## src/rtl/jogo_memoria_param.sv

```systemverilog
// jogo_memoria_param: parametrised sequence-memory game core (FSM + datapath)
// Optional feature macro: JOGO_TIMEOUT_EN (per-play timeout counter and fim_timeout state)
// Ports:
//   clock, reset (async, active-low), iniciar (start a game from inicial or any fim state)
//   chaves[N_CHAVES]      player keys, one-hot is a valid play
//   acertou/errou/pronto  game result flags; timeout set only in fim_timeout
//   leds[N_CHAVES]        last registered play
//   db_estado[4], db_contagem[CW], db_esperado[N_CHAVES], db_tem_jogada  debug outputs
module jogo_memoria_param #(
   parameter int N_CHAVES = 4,
   parameter int N_JOGADAS = 16,
   parameter int TIMEOUT_CICLOS = 5000,
   localparam int CW = (N_JOGADAS > 1) ? $clog2(N_JOGADAS) : 1
) (
   input  logic                clock,
   input  logic                reset,
   input  logic                iniciar,
   input  logic [N_CHAVES-1:0] chaves,
   output logic                acertou,
   output logic                errou,
   output logic                pronto,
   output logic                timeout,
   output logic [N_CHAVES-1:0] leds,
   output logic [3:0]          db_estado,
   output logic [CW-1:0]       db_contagem,
   output logic [N_CHAVES-1:0] db_esperado,
   output logic                db_tem_jogada
);
   typedef enum logic [3:0] {
      INICIAL     = 4'h0,
      PREPARACAO  = 4'h1,
      ESPERA      = 4'h2,
      REGISTRA    = 4'h3,
      COMPARA     = 4'h4,
      PROXIMA     = 4'h5,
      FIM_ACERTO  = 4'hA,
      FIM_ERRO    = 4'hE,
      FIM_TIMEOUT = 4'hF
   } estado_t;
   localparam logic [CW-1:0] ULTIMA = CW'(N_JOGADAS - 1);
   localparam logic [N_CHAVES-1:0] UM = N_CHAVES'(1);
   estado_t estado;
   logic [N_CHAVES-1:0] c_q, c_qq;
   assign db_estado     = estado;
   assign db_tem_jogada = (|c_q) && !(|c_qq);
   assign db_esperado   = UM << (db_contagem % N_CHAVES);
   // leds doubles as the play register, so compara checks what the player sees
   always_ff @(posedge clock or negedge reset)
      if (!reset) begin
         c_q  <= '0;
         c_qq <= '0;
      end else begin
         c_q  <= chaves;
         c_qq <= c_q;
      end
`ifdef JOGO_TIMEOUT_EN
   localparam int TW = $clog2(TIMEOUT_CICLOS);
   localparam logic [TW-1:0] T_MAX = TW'(TIMEOUT_CICLOS - 1);
   logic [TW-1:0] t_cnt;
`else
   assign timeout = 1'b0;
`endif
   always_ff @(posedge clock or negedge reset)
      if (!reset) begin
         estado      <= INICIAL;
         leds        <= '0;
         db_contagem <= '0;
         acertou     <= 1'b0;
         errou       <= 1'b0;
         pronto      <= 1'b0;
`ifdef JOGO_TIMEOUT_EN
         timeout     <= 1'b0;
         t_cnt       <= '0;
`endif
      end else
         case (estado)
            INICIAL: if (iniciar) estado <= PREPARACAO;
            PREPARACAO: begin
               leds        <= '0;
               db_contagem <= '0;
               acertou     <= 1'b0;
               errou       <= 1'b0;
               pronto      <= 1'b0;
`ifdef JOGO_TIMEOUT_EN
               timeout     <= 1'b0;
               t_cnt       <= '0;
`endif
               estado      <= ESPERA;
            end
            ESPERA: begin
               // a play arriving on the expiry cycle takes priority over the timeout
               if (db_tem_jogada) estado <= REGISTRA;
`ifdef JOGO_TIMEOUT_EN
               else if (t_cnt == T_MAX) begin
                  errou   <= 1'b1;
                  pronto  <= 1'b1;
                  timeout <= 1'b1;
                  estado  <= FIM_TIMEOUT;
               end else t_cnt <= t_cnt + 1'b1;
`endif
            end
            REGISTRA: begin
               leds   <= c_q;
               estado <= COMPARA;
            end
            COMPARA:
               if (leds != db_esperado) begin
                  errou  <= 1'b1;
                  pronto <= 1'b1;
                  estado <= FIM_ERRO;
               end else if (db_contagem == ULTIMA) begin
                  acertou <= 1'b1;
                  pronto  <= 1'b1;
                  estado  <= FIM_ACERTO;
               end else estado <= PROXIMA;
            PROXIMA: begin
               if (db_contagem != ULTIMA) db_contagem <= db_contagem + 1'b1;
`ifdef JOGO_TIMEOUT_EN
               t_cnt <= '0;
`endif
               estado <= ESPERA;
            end
            FIM_ACERTO, FIM_ERRO, FIM_TIMEOUT: if (iniciar) estado <= PREPARACAO;
            default: estado <= INICIAL;
         endcase
endmodule

```

## config.mk

```make
export PLATFORM = sky130hd
export DESIGN_NAME = jogo_memoria_param
export DESIGN_NICKNAME = d
export VERILOG_FILES = /design/src/rtl/jogo_memoria_param.sv
export SDC_FILE = /design/constraint.sdc
export NUM_CORES = 1
export LEC_CHECK = 0
export CORE_MARGIN = 8
export CORE_UTILIZATION = 30
export CTS_BUF_LIST = sky130_fd_sc_hd__clkbuf_8 sky130_fd_sc_hd__clkbuf_16
export CTS_CLUSTER_SIZE = 28
export DETAILED_ROUTE_END_ITERATION = 10
export GPL_TIMING_DRIVEN = 0
export HOLD_SLACK_MARGIN = 0.08
export PLACE_DENSITY = 0.54
export SLEW_MARGIN = 30
export SYNTH_ARGS = -nofsm -noshare
export SYNTH_HDL_FRONTEND = slang
export SYNTH_SLANG_ARGS = --single-unit
```

## constraint.sdc

```tcl
create_clock -name clock -period 2 [get_ports clock]
set_input_delay 0.4 -clock clock [delete_from_list [all_inputs] [get_ports clock]]
set_output_delay 0.4 -clock clock [all_outputs]
set_load 0.02 [all_outputs]
```

Word-level counts from Yosys, hierarchy flattened. Index checks and enable logic that the tools add are counted.

Word-level logic and storage cells: 58. Output and inout bits: 21. Bits in registers: 23. Input port bits: 7.

Reductions and logical operators: 15. Equality and inequality tests: 18. Shift operators: 1. Add/subtract/negate cells: 1. Multiplexer cells: 15.

Operator list (count): $mux W4 (5); $pmux W4 S5 (1); $eq A4 B4 Y1 const B (4); $pmux W4 S2 (2); $reduce_or A4 Y1 (3); $ne A2 B2 Y1 const B (5); $eq A4 B2 Y1 const B (2); $eq A4 B3 Y1 const B (2); $reduce_and A2 Y1 (4); $pmux W1 S2 (3); $reduce_bool A2 Y1 (3); $add A4 B1 Y4 const B (1); $eq A4 B1 Y1 const B (1); $logic_not A4 Y1 (1); $mux W1 (4); $ne A4 B4 Y1 (1); $ne A4 B4 Y1 const B (1); $shl A1 B2 Y4 const A (1); $ne A3 B3 Y1 const B (1); $reduce_and A3 Y1 (1); $ne A2 B1 Y1 const B (1); $reduce_or A2 Y1 (1); $logic_and A1 B1 Y1 (1); $logic_not A1 Y1 (1).

Longest topological paths before layout.
Depth after elaboration: 5. Mapped depth: 6. Depth with buffers taken out: 6.

Worst setup path after synthesis. OpenSTA, ideal clock, no wires.

Kind: reg-to-reg. From: register db_contagem[0]. To: register estado[1], in the netlist db_estado[1]. Data arrival time: 1570 ps. Clock period less this slack: 1709 ps. Library setup time: 138 ps. Path slack: 291 ps. Data required time: 1862 ps. Buffers on the path: 0. Stages on the path, launching flop included: 7. Path through: dfrtp_1 > inv_1 > ha_1 > xnor2_1 > nand4_2 > o211ai_1 > o211ai_1.

Word-level cells in the longest chain between the ends: 4. Elaborated cells on any way between the ends: 6. Classes of those cells: eq/ne (2); shift (1); mux (3).

Ends and longest elaborated chain: start: declaration (RTL line 25) `output logic [CW-1:0] db_contagem,`; start signal: assignment (RTL line 117) `if (db_contagem != ULTIMA) db_contagem <= db_contagem + 1'b1;`; $shl A1 B2 Y4 (RTL line 46) `assign db_esperado = UM << (db_contagem % N_CHAVES);`; named net db_esperado[2] (RTL line 26) `output logic [N_CHAVES-1:0] db_esperado,`; $ne A4 B4 Y1 (RTL line 107) `if (leds != db_esperado) begin`; $mux W4 (RTL line 107); $pmux W4 S5 (RTL line 76) `case (estado)`; end signal: assignment (RTL line 77) `INICIAL: if (iniciar) estado <= PREPARACAO;`; end signal: assignment (RTL line 110) `estado <= FIM_ERRO;`; end signal: assignment (RTL line 114) `estado <= FIM_ACERTO;`; end: declaration (RTL line 42) `estado_t estado;`.

The timed path passes the listed nets, and every way through them passes these cells. A chain may end at the register's enable or synchronous reset.

Final worst setup path.
From: register c_qq[1]. To: output port db_tem_jogada.

Word-level cells in the longest chain between the ends: 3.

Ends and longest elaborated chain: start: declaration (RTL line 43) `logic [N_CHAVES-1:0] c_q, c_qq;`; start signal: assignment (RTL line 54) `c_qq <= c_q;`; $reduce_or A4 Y1 (RTL line 45) `assign db_tem_jogada = (|c_q) && !(|c_qq);`; $logic_not A1 Y1 (RTL line 45); $logic_and A1 B1 Y1 (RTL line 45); end: declaration (RTL line 27) `output logic db_tem_jogada`.

No other way between the ends.

==> metrics.md <==
| Metric | Value |
|---|---|
| Path category of the worst min-delay check | in2async |
| CP Class | reg2out |
| Detailed-route wire length per cell | 13.1 um |
| Max-slew violation count | 0 |
| Proportion of synthesized chip area in sequential cells | 0.534 |
| Worst voltage drop across the vdd grid | 0.443 mV |
| Via count | 907 |
| Pin count of the biggest net entering global routing | 24 |
| Total global-route track usage | 0.0902 |
| Setup skew after layout | 3.06 ps |
| Data required time of the worst path | 1600 ps |
| Detailed-placement wirelength estimate | 1840 um |
| Number of instances in the synthesized netlist | 109 |
| TritonCTS clock tree | done |
| # port buffers | 26 |
| Netlist Area Pre-Place | 1080 um2 |
| Critical path launch point type | flop |
| Layout-stage area growth over the synthesis result | 32.6% |
| Clock network latency to the later pin of the worst-skew pair | 260 ps |
| Yosys Warn Count | 0 |
| Reg-to-reg critical path startpoint | db_contagem[0] |
| Area inside the core boundary | 3390 um2 |
| Syn nets | 120 |
| Largest fanout on the critical path | 2 |
| Worst-Margin Slew | 515 ps |
| Share of final-layout standard cells stronger than drive strength 1 | 0.0791 |
| Final setup violation count | 0 |
| Placer Congestion | 0.888 |
| Rows | 21 |
| Number of remaining DRC errors | 0 |
| Initial DRC count | 37 |
| Terminus of the critical flop-to-flop path | db_estado[0] |
| Arrival time at the worst endpoint | 1450 ps |
| Count of different cell masters after synthesis | 32 |
| Layout net count | 151 |
| Total die area | 5760 um2 |
| Number of clock buffers inserted by TritonCTS | 3 |
| Status | finished, final reports clean |
| Final worst hold slack | 98.5 ps |
| Power density of the placed cells | 1420 nW/um2 |
| Final period utilization | 0.926 |
| Leading cell types by total area after synthesis | sky130_fd_sc_hd__dfrtp_1 (53%), sky130_fd_sc_hd__nand2_1 (6.3%), sky130_fd_sc_hd__ha_1 (4.6%) |
| Max-cap violations | 0 |
| R2r setup slk | 230 ps |
| Number of inserted diodes | 0 |
| Endpoint class of the critical path | output port |
| Number of primary I/O pins | 28 |
| Overall die width | 75.9 um |
| Final hold viol count | 0 |
| Aggregate routed wire length | 2430 um |
| Post-synthesis average cell area | 9.88 um2 |
| DIE HEIGHT | 75.9 um |
| Sink Count | 23 |
| Routed via count divided by cell count | 4.90 |
| Maximum clock rate | 0.540 GHz |
| RSZ-0062 raised after global routing | no |
| Dominant cell type by area after synthesis | sky130_fd_sc_hd__dfrtp_1 |
| Vias in the first global route | 971 |
| Number of antenna violations at the first check in global routing | 0 |
| Overflow left after global routing | 0 |
| Slew Limit Headroom | 0.656 |
| #FFs+latches synth | 23 |
| Clock slew at the register clock pins of the worst setup and hold paths | 80 ps |
| Final design utilization | 0.422 |
| Initial standard-cell utilization of the core | 0.318 |
| Fraction of synthesized cell area taken by the top area cell type | 0.534 |
| Root buffer cell | sky130_fd_sc_hd__clkbuf_8 |
| Depth of the most critical reg-to-reg path | 6 |
| Accumulated negative setup slack | 0 ps |
| Number of antenna-violating nets in the routed design | 0 |
| Post-layout min period | 1850 ps |
| First drt pass iteration count | 4 |
| Largest buffer count on any clock path | 2 |
| CTS H-Tree Depth | 1 |
| Static leakage | 0.629 nW |
| Global-route wire length before repair | 4460 um |
[synthesized netlist by cell type]
cell type,count
sky130_fd_sc_hd__a21oi_1,5
sky130_fd_sc_hd__o21a_1,1
sky130_fd_sc_hd__buf_4,1
sky130_fd_sc_hd__nand3_1,2
sky130_fd_sc_hd__nand2_1,18
sky130_fd_sc_hd__inv_1,5
sky130_fd_sc_hd__a211o_1,1
sky130_fd_sc_hd__o211ai_1,3
sky130_fd_sc_hd__or4_4,1
sky130_fd_sc_hd__nor2_1,4
sky130_fd_sc_hd__clkbuf_1,3
sky130_fd_sc_hd__nand4_1,1
sky130_fd_sc_hd__nor3_1,5
sky130_fd_sc_hd__conb_1,1
sky130_fd_sc_hd__o21ai_0,9
sky130_fd_sc_hd__nor2b_1,2
sky130_fd_sc_hd__or3b_1,1
sky130_fd_sc_hd__and3_1,2
sky130_fd_sc_hd__buf_2,2
sky130_fd_sc_hd__or3_1,1
sky130_fd_sc_hd__nor4_1,1
sky130_fd_sc_hd__o22ai_1,1
sky130_fd_sc_hd__o31ai_1,2
sky130_fd_sc_hd__nand4_2,1
sky130_fd_sc_hd__a21o_1,1
sky130_fd_sc_hd__dfrtp_1,23
sky130_fd_sc_hd__a22o_1,1
sky130_fd_sc_hd__a32o_1,1
sky130_fd_sc_hd__ha_1,4
sky130_fd_sc_hd__and2_0,1
sky130_fd_sc_hd__o32ai_1,1
sky130_fd_sc_hd__xnor2_1,4
[worst max path at each step]
stage / startpoint / endpoint / slack (ps) / cells past startpoint
finish: c_qq[1] / db_tem_jogada / 150 / 3
detailed placement: c_qq[1] / db_tem_jogada / -20 / 3
CTS: c_qq[1] / db_tem_jogada / 10 / 3
global placement: c_qq[1] / db_tem_jogada / -40 / 3
floorplan: db_contagem[0] / db_estado[1] / 290 / 6
global route: db_contagem[0] / db_estado[0] / 30 / 6
[worst max-delay path: stages, from the launching register on]
cell                      delay, ps
sky130_fd_sc_hd__dfrtp_1        370
sky130_fd_sc_hd__or4_4          530
sky130_fd_sc_hd__nor2_1         120
sky130_fd_sc_hd__buf_2          170
[stage by stage]
stage	power (W)	instance area, um2	instances	setup WS [ps]
2_1_floorplan	0.00136	1080	109	291
3_3_place_gp	0.00177	1400	181	-37.5
3_5_place_dp	0.00179	1390	181	-24.5
4_1_cts	0.00207	1440	185	13.6
5_1_grt	0.00222	1430	185	33.2
6_report	0.00203	1430	185	148
[kinds of logic (layout without fill, tap and decap cells)]
logic type                 Yosys count  in the layout  share of synthesized area
and+or+nand+nor                     40             40                      0.186
AOI/OAI and AO/OA                   26             26                      0.153
DFF                                 23             23                      0.534
buffers and inverters               11             41                     0.0441
adders and majority gates            4              4                     0.0465
xor gates and xnor gates             4              4                     0.0325
other                                1              1                    0.00348
[cell usage in the layout (no fill, tap or decap), types with 4 or more instances in the layout]
cell type,instances
sky130_fd_sc_hd__a21oi_1,5
sky130_fd_sc_hd__buf_2,4
sky130_fd_sc_hd__clkdlybuf4s50_1,20
sky130_fd_sc_hd__dfrtp_1,23
sky130_fd_sc_hd__dlygate4sd2_1,4
sky130_fd_sc_hd__ha_1,4
sky130_fd_sc_hd__inv_1,5
sky130_fd_sc_hd__nand2_1,18
sky130_fd_sc_hd__nor2_1,4
sky130_fd_sc_hd__nor3_1,5
sky130_fd_sc_hd__o21ai_0,9
sky130_fd_sc_hd__xnor2_1,4
[timing repair]
action | in CTS | in global routing
hold buffers | 0 | 0
endpoints found under the setup margin | 5 | 1
buffers inserted | 0 | 0
gates resized for setup | 7 | 1
[layout make-up]
class / count / area, um2
flip-flops and latches: 23 / 576
inverters: 5 / 18.8
multi-input cells: 75 / 454
fillers: 346 / 1960
well taps: 46 / 57.6
clock buffers: 3 / 41.3
plain buffers: 6 / 28.8
repair buffers: 26 / 245
clock inverters: 1 / 7.51
[per-layer routing]
| layer | vias to the layer above | GRT usage | share of wire |
|---|---|---|---|
| met4 | 0 | 0.0216 | 0.0058 |
| met3 | 2 | 0.0472 | 0.087 |
| met5 | - | 0 | 0 |
| li1 | 438 | - | - |
| met1 | 440 | 0.103 | 0.44 |
| met2 | 27 | 0.144 | 0.46 |
[flip-flops by register name, summed over array words and instances, names as in the netlist]
register and cells:
db_contagem 4, acertou 1, c_qq 4, db_estado 4
c_q 4, errou 1, leds 4, pronto 1
[where the power goes]
group	total [W]	internal [W]	switching (W)
Sequential	0.000704	0.000582	0.000122
Clock	0.000291	0.000141	0.000151
Combinational	0.00104	0.000450	0.000587
No activity file was read; power rests on OpenSTA's default activity.
